**src/rtl/seg7_pkg.sv**
```systemverilog
// Shared types and constants for the seg7 scan controller.
// The optional dimming feature is selected with the SEG_SCAN_DIM_EN macro.
package seg7_pkg;

  typedef enum logic [1:0] {
    IDLE,
    DEAD,
    ON
  } scan_state_t;

  typedef struct packed {
    logic [3:0] nib;
    logic       dp;
    logic       blank;
  } digit_t;

  localparam logic [6:0] SEG_BLANK = 7'h7F;

  // The slot counter must hold the larger of the two slot phases.
  function automatic int cnt_width(input int on_cyc, input int dead_cyc);
    return (on_cyc > dead_cyc) ? $clog2(on_cyc) : $clog2(dead_cyc);
  endfunction

endpackage

```
**src/rtl/seg7_hex_decode.sv**
```systemverilog
// Combinational hex nibble to active-low 7-segment glyph {g,f,e,d,c,b,a}.
module seg7_hex_decode (
  input  logic [3:0] nib_i,
  output logic [6:0] seg_o
);

  always_comb begin
    seg_o = 7'h7F;
    case (nib_i)
      4'h0: seg_o = 7'h40;
      4'h1: seg_o = 7'h79;
      4'h2: seg_o = 7'h24;
      4'h3: seg_o = 7'h30;
      4'h4: seg_o = 7'h19;
      4'h5: seg_o = 7'h12;
      4'h6: seg_o = 7'h02;
      4'h7: seg_o = 7'h78;
      4'h8: seg_o = 7'h00;
      4'h9: seg_o = 7'h10;
      4'hA: seg_o = 7'h08;
      4'hB: seg_o = 7'h03;
      4'hC: seg_o = 7'h46;
      4'hD: seg_o = 7'h21;
      4'hE: seg_o = 7'h06;
      4'hF: seg_o = 7'h0E;
      default: seg_o = 7'h7F;
    endcase
  end

endmodule

```
**src/rtl/seg7_scan_ctrl.sv**
```systemverilog
// Time-multiplexed common-anode 7-segment scan controller with dead-time between digits.
// Define SEG_SCAN_DIM_EN to add the duty input and 16-step PWM anode dimming.
module seg7_scan_ctrl
  import seg7_pkg::*;
#(
  parameter int NDIG     = 8,
  parameter int ON_CYC   = 100000,
  parameter int DEAD_CYC = 1000
) (
  input  logic            clk,
  input  logic            rst_n,
  input  logic            en,
  input  logic            wr_en,
  input  logic [2:0]      wr_idx,
  input  logic [3:0]      wr_nib,
  input  logic            wr_dp,
  input  logic            wr_blank,
`ifdef SEG_SCAN_DIM_EN
  input  logic [3:0]      duty,
`endif
  output logic [6:0]      seg,
  output logic            dp,
  output logic [NDIG-1:0] an,
  output logic            frame_done
);

  localparam int              CNT_W     = cnt_width(ON_CYC, DEAD_CYC);
  localparam logic [CNT_W-1:0] ON_LAST   = CNT_W'(ON_CYC - 1);
  localparam logic [CNT_W-1:0] DEAD_LAST = CNT_W'(DEAD_CYC - 1);
  localparam logic [2:0]      LAST_IDX  = 3'(NDIG - 1);

  scan_state_t      state_q, state_d;
  logic [CNT_W-1:0] cnt_q, cnt_d;
  logic [2:0]       idx_q, idx_d;
  logic [6:0]       seg_q, seg_d;
  logic             dp_q, dp_d;
  logic [NDIG-1:0]  an_q, an_d;
  logic             fd_q, fd_d;
  logic [6:0]       glyph;
  logic [NDIG-1:0]  lit_an;
  logic [NDIG-1:0]  on_an;

  // Eight entries regardless of NDIG so a 3-bit index never leaves the array.
  digit_t file_q [8];

  always_ff @(posedge clk) begin
    if (!rst_n) begin
      for (int i = 0; i < 8; i++) file_q[i] <= '{nib: 4'h0, dp: 1'b0, blank: 1'b1};
    end else if (wr_en && ({1'b0, wr_idx} < 4'(NDIG))) begin
      file_q[wr_idx] <= '{nib: wr_nib, dp: wr_dp, blank: wr_blank};
    end
  end

  seg7_hex_decode u_dec (
    .nib_i (file_q[idx_q].nib),
    .seg_o (glyph)
  );

  assign lit_an = ~(NDIG'(1) << idx_q);

`ifdef SEG_SCAN_DIM_EN
  logic [3:0] pwm_q;
  logic [3:0] pwm_nx;

  assign pwm_nx = pwm_q + 4'd1;

  always_ff @(posedge clk) begin
    if (!rst_n) pwm_q <= 4'd0;
    else        pwm_q <= pwm_nx;
  end

  // Gate on the pwm value that will be current while the registered anode is visible.
  assign on_an = (pwm_nx <= duty) ? lit_an : '1;
`else
  assign on_an = lit_an;
`endif

  always_comb begin
    state_d = state_q;
    cnt_d   = cnt_q;
    idx_d   = idx_q;
    seg_d   = seg_q;
    dp_d    = dp_q;
    an_d    = an_q;
    fd_d    = 1'b0;
    if (!en) begin
      state_d = IDLE;
      cnt_d   = '0;
      idx_d   = 3'd0;
      seg_d   = SEG_BLANK;
      dp_d    = 1'b1;
      an_d    = '1;
    end else begin
      case (state_q)
        IDLE: begin
          state_d = DEAD;
          cnt_d   = '0;
          idx_d   = 3'd0;
          seg_d   = SEG_BLANK;
          dp_d    = 1'b1;
          an_d    = '1;
        end
        DEAD: begin
          an_d = '1;
          if (cnt_q == DEAD_LAST) begin
            state_d = ON;
            cnt_d   = '0;
            seg_d   = file_q[idx_q].blank ? SEG_BLANK : glyph;
            dp_d    = file_q[idx_q].blank ? 1'b1 : ~file_q[idx_q].dp;
            an_d    = on_an;
          end else begin
            cnt_d = cnt_q + CNT_W'(1);
          end
        end
        ON: begin
          if (cnt_q == ON_LAST) begin
            state_d = DEAD;
            cnt_d   = '0;
            idx_d   = (idx_q == LAST_IDX) ? 3'd0 : idx_q + 3'd1;
            fd_d    = (idx_q == LAST_IDX);
            seg_d   = SEG_BLANK;
            dp_d    = 1'b1;
            an_d    = '1;
          end else begin
            cnt_d = cnt_q + CNT_W'(1);
            an_d  = on_an;
          end
        end
        default: state_d = IDLE;
      endcase
    end
  end

  always_ff @(posedge clk) begin
    if (!rst_n) begin
      state_q <= IDLE;
      cnt_q   <= '0;
      idx_q   <= 3'd0;
      seg_q   <= SEG_BLANK;
      dp_q    <= 1'b1;
      an_q    <= '1;
      fd_q    <= 1'b0;
    end else begin
      state_q <= state_d;
      cnt_q   <= cnt_d;
      idx_q   <= idx_d;
      seg_q   <= seg_d;
      dp_q    <= dp_d;
      an_q    <= an_d;
      fd_q    <= fd_d;
    end
  end

  assign seg        = seg_q;
  assign dp         = dp_q;
  assign an         = an_q;
  assign frame_done = fd_q;

endmodule
```
**config.mk**
```make
export PLATFORM = sky130hd
export DESIGN_NAME = seg7_scan_ctrl
export DESIGN_NICKNAME = d
export VERILOG_FILES = /design/src/rtl/seg7_pkg.sv /design/src/rtl/seg7_hex_decode.sv /design/src/rtl/seg7_scan_ctrl.sv
export SDC_FILE = /design/constraint.sdc
export NUM_CORES = 1
export LEC_CHECK = 0
export ABC_CLOCK_PERIOD_IN_PS = 3350
export BUFFER_PORTS_ARGS = -buffer_cell sky130_fd_sc_hd__buf_2
export CAP_MARGIN = 20
export CORE_ASPECT_RATIO = 1.5
export CORE_MARGIN = 2
export CORE_UTILIZATION = 38
export DETAILED_ROUTE_END_ITERATION = 10
export SYNTH_ARGS = -nofsm -noshare
export SYNTH_HDL_FRONTEND = slang
export SYNTH_SLANG_ARGS = --single-unit
```
**constraint.sdc**
```tcl
create_clock -name clk -period 3.35 [get_ports clk]
set_clock_uncertainty 0.1 [all_clocks]
set_input_delay 0.335 -clock clk [delete_from_list [all_inputs] [get_ports clk]]
set_output_delay 0.335 -clock clk [all_outputs]
set_load 0.005 [all_outputs]
```
== After elaboration in Yosys (flattened, before gate mapping) ==
Memories as Yosys holds them, arrays and structs flattened. A register that Yosys moved wholly into a read port is not among the register bits.
Cells that the tools add are included.

* $add $sub $neg: 2
* Reductions and logical operators: 9
* Eq/ne operators: 7
* Bitwise logic cells: 2
* Shift operators: 1
* Mux-type cells: 29

{| class="wikitable"
|+ Operator list
! operator !! number
|-
| one-hot mux 17 bit (3 select lines) || 1
|-
| 2-to-1 mux 17 bit || 2
|-
| one-hot mux 8 bit (3 select lines) || 1
|-
| 2-to-1 mux 7 bit || 3
|-
| one-hot mux 7 bit (3 select lines) || 1
|-
| adder 17 x 1 -> 17 bit, second input constant || 1
|-
| equality test 17 x 10 -> 1 bit, second input constant || 1
|-
| equality test 17 bit, second input constant || 1
|-
| 2-to-1 mux 8 bit || 2
|-
| 2-to-1 mux 3 bit || 5
|-
| 2-to-1 mux 1 bit || 8
|-
| inverter 8 bit || 1
|-
| left shift 1 x 3 -> 8 bit, first input constant || 1
|-
| 2-to-1 mux 6 bit || 1
|-
| one-hot mux 2 bit (3 select lines) || 1
|-
| one-hot mux 3 bit (2 select lines) || 1
|-
| AND reduction 2 bit || 3
|-
| OR reduction 6 bit || 1
|-
| 2-to-1 mux 2 bit || 2
|-
| inequality test 2 bit, second input constant || 2
|-
| AND reduction 4 bit || 1
|-
| adder 3 x 1 -> 3 bit, second input constant || 1
|-
| equality test 3 bit, second input constant || 1
|-
| one-hot mux 1 bit (3 select lines) || 1
|-
| other kinds (7) || 7
|}

* Bits in registers: 39
* Logic and storage cells: 59
* Memories kept: 2
* Output and inout bits: 17
* Bits in writable memories: 48
* ROM bits: 112

{| class="wikitable"
|+ Memories
! memory !! words !! bits a word !! read ports !! clocked after memory_dff !! wr ports !! RTL line !! text
|-
| (name not given) || 16 || 7 || 1 || 0 || 0 || seg7_hex_decode.sv:9 || <nowiki>case (nib_i)</nowiki>
|-
| file_q || 8 || 6 || 1 || 1 || 8 || seg7_scan_ctrl.sv:44 || <nowiki>digit_t file_q [8];</nowiki>
|}

== Depth between registers and ports, before layout ==
* Depth after elaboration: 6
* Gate-level depth with buffers: 9
* Mapped depth without buffers: 8

== Cells and area by module ==
Synthesis repeated with hierarchy kept, for this count alone.

* Cell total of the unflattened synthesis: 436
* Area, all modules: 4634.4 µm²

{| class="wikitable"
|+ By module, submodules not included
! module !! cells each !! times used !! area each (µm²) !! sequential area each (µm²)
|-
| seg7_scan_ctrl || 405 || 1 || 4381.7 || 2282.2
|-
| seg7_hex_decode || 31 || 1 || 252.7 || 0.0
|}

== Worst setup path before layout ==
Ideal clock, no wire load.

* Path kind: register to register
* Start point: register with a tool-made name
* End point: register seg_q[5], in the netlist seg[5]
* Library setup time: 0.133 ns
* Slack: 0.802 ns
* Arrival time: 2.315 ns
* Buffers on the path: 1
* Cell stages (with the launch flop): 9
* Clock period less this slack: 2.548 ns
* Data required time: 3.117 ns
* Cells stage by stage: dfxtp_1 > buf_2 > mux4_2 > mux2i_1 > inv_1 > ha_1 > mux2_2 > a22oi_1 > a2bb2oi_1

{| class="wikitable"
|+ RTL lines
! element !! RTL line !! text
|-
| end signal, assigned || seg7_scan_ctrl.sv:147 || <nowiki>seg_q <= seg_d;</nowiki>
|-
| end, declared || seg7_scan_ctrl.sv:35 || <nowiki>logic [6:0] seg_q, seg_d;</nowiki>
|}

==> out/results.tsv <==
metric	value	unit
fin cells	576	
most common cell after layout, fill and taps aside	edfxtp_1	
final setup violation count	0	
Post-Syn Instances	388	
antenna cells	0	
# port buffers	29	
Critical Path Start Type	flip-flop	
placed cells	560	
Num CTS Buffers	9	
commonest non-fill, non-tap cells in the layout	edfxtp_1 (48), dfxtp_1 (42), and2_1 (41), buf_2 (29), nor2_1 (22)	
Leak	1.75	nW
cell family with the largest share of critical-path delay	multiplexers	
Async SR Flop Fraction	0	%
Post-Synth Simple-Gate Area	18.7	%
average wire per standard cell	16.3	um
number of routed nets with antenna violations	0	
Hold Vio Cnt, Final	0	
clk_lat worst skew	0.34	ns
GRT Util Overall	16.1	%
Max Clk Rate	373	MHz
worst slack, placed	0.690	ns
CTS sink cnt	90	
Seq cells post-synth	90	
minimum clock period	2.68	ns
min-delay worst type	input port to flip-flop	
NumNets Final	451	
synth-to-layout area growth	14.3	%
total power	2.43	mW
Synth area leaders	edfxtp_1 (32%), dfxtp_1 (19%), mux4_2 (6.1%)	
Max Buffers Root-to-Sink	2	
vias in the first global route	3106	
Hold Path Origin	wr_blank	
antenna violations before repair	0	
H-tree depth	3	
Final Cycle Share	80.0	%
CTS root buf	clkbuf_16	
Hold WS	0.262	ns
Worst slew margin	33.3	%
Yosys top cell area share	32.3	%
mux contribution to synthesized area	9.30	%
Crit Path Max Fanout	6	
P_int	1.86	mW
setup tns final	0	ns
sequential area share after synthesis	51.1	%
register share of total power	50.2	%
Clk pwr share	42.7	%
Syn Area/Cell	11.5	sq um
Min-Delay Path Depth	2	
hold buffers post-CTS	0	
Vias/cell	5.22	
Top FF cell, synth	edfxtp_1	
Synth area leader	edfxtp_1	
largest family of logic cells by synthesized area	simple AND/OR/NAND/NOR gates	
Yosys Warn Count	0	
Crit path required time	3.45	ns
Slew Limit Fails	0	
status	finished clean	
die height	137	um
Core Box Area	11500	sq um
syn nets	418	
pwr/cell area	476	nW/um^2
die width	92.5	um
# rows	48	
DRT iter0 DRCs	120	
setup bufs post-CTS	0	
sw frac	23.3	%
CP bufs+invs	1	
worst-margin pin slew	0.990	ns
Synth Area in Compound Gates	10.4	%
PnR worst setup slack	0.670	ns
fraction of the mapped netlist area in adder cells	4.76	%
Logic pwr share	7.1	%
vias	3005	
Netlist cell types	55	
Clock transition at path regs	0.07	ns
CP Capture Type	flip-flop	
routed wire length	9.40	mm
Crit path arrival time	2.79	ns
FF-to-FF End	seg[5]	
Crit Path Class	flip-flop to flip-flop	
WHS Endpoint	file_q[2][0]	
initial core utilization	38.9	%
DRC Markers	0	
pin count of the biggest net entering global routing	26	
fin util	44.5	%
# IOs	30	
XOR/XNOR share of the synthesized area	3.14	%
peak supply drop	0.299	mV
Post-Synthesis Cell Area	4470	sq um
DP Area	4800	sq um
EDFF count, synth	48	
CP max-delay cell	mux4_2	
Worst Reg-to-Reg Cells	7	
Placer Congestion	0.800	
Psw	567	uW
dpl hpwl	7.02	mm
max_cap viols	0	
first-pass GRT wire length	15.6	mm
Final Cell Area	5110	sq um
R2R setup slack	0.67	ns
die area	12700	sq um
layout cell share with drive strength beyond 1	18.5	%
CTS tree	yes	
unrepaired setup endpoints after global routing	false	
crit path cell chain	mux4_2, mux2i_1, inv_1, ha_1, mux2_2, a22oi_1, a2bb2oi_1	
slowest cell delay on critical path	0.55	ns
grt ovf	0	
Post-CTS Resized	0	
TritonRoute pass-1 iters	4	
==> power by group through the flow <==
stage,clock network [mW],registers (mW),logic (mW)
finish,1.04,1.22,0.173
global route,1.11,1.22,0.195
floorplan,0,1.24,0.118
detailed placement,0,1.24,0.174
global placement,0,1.24,0.170
CTS,1.06,1.22,0.175
==> how the worst max path moves through the flow <==
stage,from,endpoint,slack (ns),cells after the start
finish,flip-flop,seg[5],0.67,7
CTS,flip-flop,seg[5],0.66,7
global route,flip-flop,seg[5],0.45,7
global placement,flip-flop,seg[5],0.77,7
detailed placement,flip-flop,seg[5],0.69,7
floorplan,flip-flop,seg[5],0.80,8
==> cells by family (layout without fill, tap and decap cells) <==
| group | Yosys count | after routing |
|---|---|---|
| flip-flops | 90 | 90 |
| XOR/XNOR | 16 | 16 |
| AND/OR/NAND/NOR | 142 | 142 |
| multiplexers | 26 | 26 |
| adder cells (fa/ha/maj) | 17 | 17 |
| AO/OA/AOI/OAI | 67 | 67 |
| buffers and inverters | 30 | 68 |
==> worst reg2reg max path: stages, from the launching register on <==
cell	delay, ns
dfxtp_1	0.53
mux4_2	0.55
mux2i_1	0.39
inv_1	0.17
ha_1	0.26
mux2_2	0.27
a22oi_1	0.18
a2bb2oi_1	0.09
==> area by class of cell <==
type | count | area, sq um
clock inverter | 7 | 85.1
tap | 150 | 188
inverter | 15 | 56.3
clock buffer | 9 | 225
fill | 1092 | 6360
sequential | 90 | 2280
multi-input combinational | 268 | 2070
timing repair buffer | 37 | 205
==> flip-flops by register name (all words and copies together) (netlist names), named ones only <==
signal and cells:
file_q 48, cnt_q 17, seg 7, idx_q 3, state_q 2, dp 1, frame_done 1, an 8
==> per-layer routing <==
layer  global-route usage (%)  share of wire [%]
met1                     17.5                 40
met2                     31.5                 57
met3                     2.48                2.2
met4                     5.47                1.3
met5                        0                  0
==> cell usage after synthesis, types with 2 or more instances <==
library cell / instances
nor4_1: 9
dfxtp_1: 42
and2_1: 41
mux4_2: 12
a2bb2oi_1: 5
a21oi_1: 13
or4_1: 3
nand2b_1: 6
nand3b_1: 3
xnor2_1: 11
buf_2: 2
nor3_1: 8
o21ai_0: 16
a211oi_1: 15
nand2_1: 12
ha_1: 17
o22a_1: 2
nor2_1: 22
nor2b_1: 2
inv_1: 14
and3_1: 6
clkbuf_1: 11
a22oi_1: 2
or3_1: 8
nand3_1: 11
o211ai_1: 2
xor2_1: 5
or4b_1: 2
mux2i_1: 10
mux2_2: 4
edfxtp_1: 48
(Power assumes the default switching activity.)
